### src/rtl/arbiter_weighted_round_robin_hs.sv
// Weighted round-robin arbiter: per-client credits loaded from weights, a registered
// one-hot grant that is held until acknowledged, and round-robin rotation on ack.
module arbiter_weighted_round_robin_hs #(
  parameter int CLIENTS  = 4,
  parameter int WEIGHT_W = 4,
  parameter int ID_W     = $clog2(CLIENTS)
) (
  input  logic                         i_clk,
  input  logic                         i_rst_n,
  input  logic [CLIENTS-1:0]           i_req,
  input  logic [CLIENTS*WEIGHT_W-1:0]  i_weights,
  input  logic                         i_replenish,
  input  logic                         i_grant_ack,
  output logic [CLIENTS-1:0]           o_grant,
  output logic                         o_grant_valid,
  output logic [ID_W-1:0]              o_grant_id
);

  typedef enum logic {IDLE = 1'b0, GRANT = 1'b1} state_t;

  state_t                state_r;
  logic [WEIGHT_W-1:0]   credit_r [CLIENTS];
  logic [ID_W-1:0]       last_r;
  logic [CLIENTS-1:0]    grant_r;
  logic [ID_W-1:0]       grant_id_r;
  logic                  grant_valid_r;

  logic                  ack_s;
  logic                  arb_s;
  logic                  reload_s;
  logic                  found_s;
  logic [WEIGHT_W-1:0]   work_credit_s [CLIENTS];
  logic [ID_W-1:0]       work_last_s;
  logic [ID_W-1:0]       winner_s;
  logic [CLIENTS-1:0]    live_s;
  logic [CLIENTS-1:0]    elig_raw_s;
  logic [CLIENTS-1:0]    elig_s;
  logic [ID_W:0]         idx_s;

  // Working credits/pointer: an ack consumes the acked client's credit before arbitrating
  always_comb begin
    ack_s       = (state_r == GRANT) && i_grant_ack;
    arb_s       = (state_r == IDLE) || ack_s;
    work_last_s = ack_s ? grant_id_r : last_r;
    live_s      = '0;
    elig_raw_s  = '0;
    for (int k = 0; k < CLIENTS; k++) begin
      if (ack_s && (grant_id_r == ID_W'(k)) && (credit_r[k] != '0)) begin
        work_credit_s[k] = credit_r[k] - WEIGHT_W'(1);
      end else begin
        work_credit_s[k] = credit_r[k];
      end
      live_s[k]     = i_req[k] && (i_weights[k*WEIGHT_W +: WEIGHT_W] != '0);
      elig_raw_s[k] = i_req[k] && (work_credit_s[k] != '0);
    end
    reload_s = i_replenish || ((elig_raw_s == '0) && (live_s != '0));
    if (reload_s) begin
      elig_s = live_s;
    end else begin
      elig_s = elig_raw_s;
    end
  end

  // Cyclic first-set search starting just after the last acknowledged client
  always_comb begin
    found_s  = 1'b0;
    winner_s = '0;
    idx_s    = '0;
    for (int i = 1; i <= CLIENTS; i++) begin
      idx_s = {1'b0, work_last_s} + (ID_W+1)'(i);
      if (idx_s >= (ID_W+1)'(CLIENTS)) begin
        idx_s = idx_s - (ID_W+1)'(CLIENTS);
      end else begin
        idx_s = idx_s;
      end
      if (!found_s && elig_s[idx_s[ID_W-1:0]]) begin
        found_s  = 1'b1;
        winner_s = idx_s[ID_W-1:0];
      end else begin
        found_s  = found_s;
      end
    end
  end

  // State, credits, pointer and registered grant outputs
  always_ff @(posedge i_clk) begin
    if (!i_rst_n) begin
      state_r       <= IDLE;
      last_r        <= ID_W'(CLIENTS-1);
      grant_r       <= '0;
      grant_id_r    <= '0;
      grant_valid_r <= 1'b0;
      for (int k = 0; k < CLIENTS; k++) begin
        credit_r[k] <= i_weights[k*WEIGHT_W +: WEIGHT_W];
      end
    end else if (arb_s) begin
      last_r <= work_last_s;
      for (int k = 0; k < CLIENTS; k++) begin
        credit_r[k] <= reload_s ? i_weights[k*WEIGHT_W +: WEIGHT_W] : work_credit_s[k];
      end
      case (found_s)
        1'b1: begin
          state_r       <= GRANT;
          grant_r       <= {{(CLIENTS-1){1'b0}}, 1'b1} << winner_s;
          grant_id_r    <= winner_s;
          grant_valid_r <= 1'b1;
        end
        default: begin
          state_r       <= IDLE;
          grant_r       <= '0;
          grant_id_r    <= '0;
          grant_valid_r <= 1'b0;
        end
      endcase
    end else begin
      state_r <= state_r;
    end
  end

  assign o_grant       = grant_r;
  assign o_grant_valid = grant_valid_r;
  assign o_grant_id    = grant_id_r;

endmodule

### config.mk
export PLATFORM = sky130hd
export DESIGN_NAME = arbiter_weighted_round_robin_hs
export DESIGN_NICKNAME = d
export VERILOG_FILES = /design/src/rtl/arbiter_weighted_round_robin_hs.sv
export SDC_FILE = /design/constraint.sdc
export NUM_CORES = 1
export LEC_CHECK = 0
export CORE_MARGIN = 2
export CORE_UTILIZATION = 55
export CTS_CLUSTER_DIAMETER = 200
export DETAILED_ROUTE_END_ITERATION = 16
export PLACE_DENSITY = 0.89
export SLEW_MARGIN = 20
export SYNTH_ARGS = -nofsm -noshare
export SYNTH_HDL_FRONTEND = slang
export SYNTH_SLANG_ARGS = --single-unit
### constraint.sdc
create_clock -name i_clk -period 8.8 [get_ports i_clk]
set_clock_uncertainty 0.05 [all_clocks]
set_input_delay 1.76 -clock i_clk [delete_from_list [all_inputs] [get_ports i_clk]]
set_output_delay 1.76 -clock i_clk [all_outputs]
set_load 0.01 [all_outputs]
==> results_dict.tcl <==
set metrics [dict create \
    antenna_found_initial 0 \
    slew_headroom 0.285 \
    crit_type "input pin to flop" \
    drtIter0Drc 140 \
    area_delta_synth_final_pct 18.7 \
    synth_warnings 0 \
    fin_crit_ps 5270 \
    clock-sinks 25 \
    placed_area_mm2 0.00236 \
    clock_path_buffers 2 \
    reg2reg_setup_slack_ps 4870 \
    syn_area_mm2 0.00203 \
    finalInstanceArea_mm2 0.00241 \
    wire_per_inst_um 15.3 \
    finalSetupViolCount 0 \
    grt_usage 0.243 \
    final_nets 297 \
    post_cts_buffers 0 \
    power.total_mw 0.342 \
    worstPathMaxFanout 31 \
    hold_path_class "flop to flop" \
    yosysMostFrequentCell "nand2_1" \
    start_util 0.563 \
    synth_edf_count 16 \
    min_to "o_grant[1]" \
    grt_overflow 0 \
    dr.pass1.iters 4 \
    vias 1933 \
    vias_per_cell 6.12 \
    outcome "complete, no violations" \
    finalMaxSlewViolations 0 \
    hold_viol 0 \
    dp_hpwl_um 3730 \
    fin_crit_sh 0.599 \
    fin_setup_tns_ps 0 \
    core_region_area_mm2 0.00361 \
    synth.area.top_cells "edfxtp_1 (24%), dfxtp_1 (8.9%), nand2_1 (6.5%)" \
    cts_root_buf "clkbuf_8" \
    grt_pass1_vias 1732 \
    required_ps 8780 \
    synthFlopType "edfxtp_1" \
    ctsHoldBuffers 0 \
    htree_num_levels 1 \
    leakagePower_nw 0.873 \
    min_path_cells 2 \
    startpoint_type "input pin" \
    reg2reg_to "credit_r[0][3]" \
    cp-end-kind "flop" \
    vdd_drop_max_mv 0.0944 \
    rsz0062_at_grt "no" \
    cp_top_family "simple AND/OR/NAND/NOR gates" \
    avgSynthCellArea_um2 8.43 \
    place_ws_ps 3290 \
    cts_buffers 3 \
    tightestPinTransition_ps 1070 \
    rr_worst_depth 9 \
    slowest_stage "nand2b_1" \
    cap_violations 0 \
    slowest_delay_ps 830 \
    synth_commonest_cells "nand2_1 (35), o21ai_1 (18), nor2_1 (17)" \
    clk_pin_slew_ps 90 \
    dieWidth_um 64.8 \
    rows 22 \
    antenna_left 0 \
    path_buf_inv 1 \
    portBuffers 30 \
    io_pins 31 \
    worst-endpoint-arrival_ps 5250 \
    synth_cell_type_count 62 \
    grt_max_degree 32 \
    route.detailed.drc 0 \
    setup_ws_ps 3530 \
    chipHeight_um 64.8 \
    power_density_mw_per_mm2 142 \
    syn_inst 241 \
    cts_tree "done" \
    ys_seq_area_frac 0.325 \
    ys_ff_latch 25 \
    cts_resized 0 \
    hold_path_startpoint "o_grant[1]" \
    synth_top_area_frac 0.236 \
    grt_pass1_wl_um 7980 \
    dieArea_mm2 0.00420 \
    drive_gt1_frac 0.0634 \
    crit_chain "clkdlybuf4s50_1 -> nand4bb_1 -> o41ai_1 -> a41oi_1 -> nor4_4 -> a31o_4 -> nand2b_1 -> mux2_2" \
    n_antenna_cell 0 \
    clk_latency_ps 270 \
    worstReg2RegStart "credit_r[2][0]" \
    fmax_mhz 190 \
    synth_top_area_cell "edfxtp_1" \
    syn_nets 269 \
    ys_async_sr_fraction 0 \
    drt_wl_total_um 4850 \
    routabilityCongestion 0.922 \
    startpoint "i_grant_ack" \
]
logic make-up after synthesis:
| family | count (synthesis) | synth area share |
|---|---|---|
| AND/OR/NAND/NOR | 96 | 0.252 |
| AO/OA/AOI/OAI | 79 | 0.286 |
| flip-flops | 25 | 0.325 |
| buffers and inverters | 22 | 0.0431 |
| XOR/XNOR | 11 | 0.0474 |
| multiplexers | 4 | 0.0209 |
| adder cells (fa/ha/maj) | 4 | 0.0246 |
registers in the layout, summed over array words and instances, names as in the netlist:
signal,flops
o_grant_id,2
o_grant,4
credit_r,16
o_grant_valid,1
last_r,2
worst max path at each step:
| stage | to | cells after the start |
|---|---|---|
| detailed placement | credit_r[0][3] | 8 |
| global route | credit_r[0][3] | 8 |
| floorplan | credit_r[0][3] | 7 |
| finish | credit_r[0][3] | 8 |
| CTS | credit_r[0][3] | 8 |
| global placement | credit_r[0][3] | 8 |
stage by stage:
stage,util,hold slack [ps],instances
floorplan,-,419,241
global placement,0.656,387,312
detailed placement,0.656,393,312
CTS,0.669,414,316
global route,0.669,437,316
finish,0.669,413,316
final cells by class:
class	count	area, um^2
multi-input combinational	194	1280
sequential	25	661
clock inverter	1	5.00
clock buffer	3	41.3
tap	48	60.1
timing repair buffer	31	308
inverter	14	52.6
fill	296	1190
worst min-delay path: cells and delay by family, from the launching register on:
family             cells  cell delay, ps
and+or+nand+nor        1              50
AOI/OAI and AO/OA      1              50
DFF                    1             320
layer usage:
| metal | global-route usage | up-vias | share of wire |
|---|---|---|---|
| met5 | 0 | - | 0 |
| met1 | 0.338 | 902 | 0.46 |
| met2 | 0.405 | 59 | 0.47 |
| li1 | - | 965 | - |
| met4 | 0.0559 | 0 | 0.013 |
| met3 | 0.0278 | 7 | 0.052 |
cells in the final DEF (no fill, tap or decap), types with 7 or more instances in the layout:
| cell type | count |
|---|---|
| a21oi_1 | 8 |
| clkdlybuf4s50_1 | 30 |
| dfxtp_1 | 9 |
| edfxtp_1 | 16 |
| inv_1 | 14 |
| nand2_1 | 35 |
| nor2_1 | 17 |
| nor3_1 | 7 |
| o21ai_1 | 18 |
| xnor2_1 | 8 |
power breakdown:
| group | switching [mW] | internal [mW] |
|---|---|---|
| sequential | 0.0158 | 0.139 |
| clock | 0.0383 | 0.0318 |
| combinational | 0.0629 | 0.0537 |
Power figures use the tool's default switching activity.
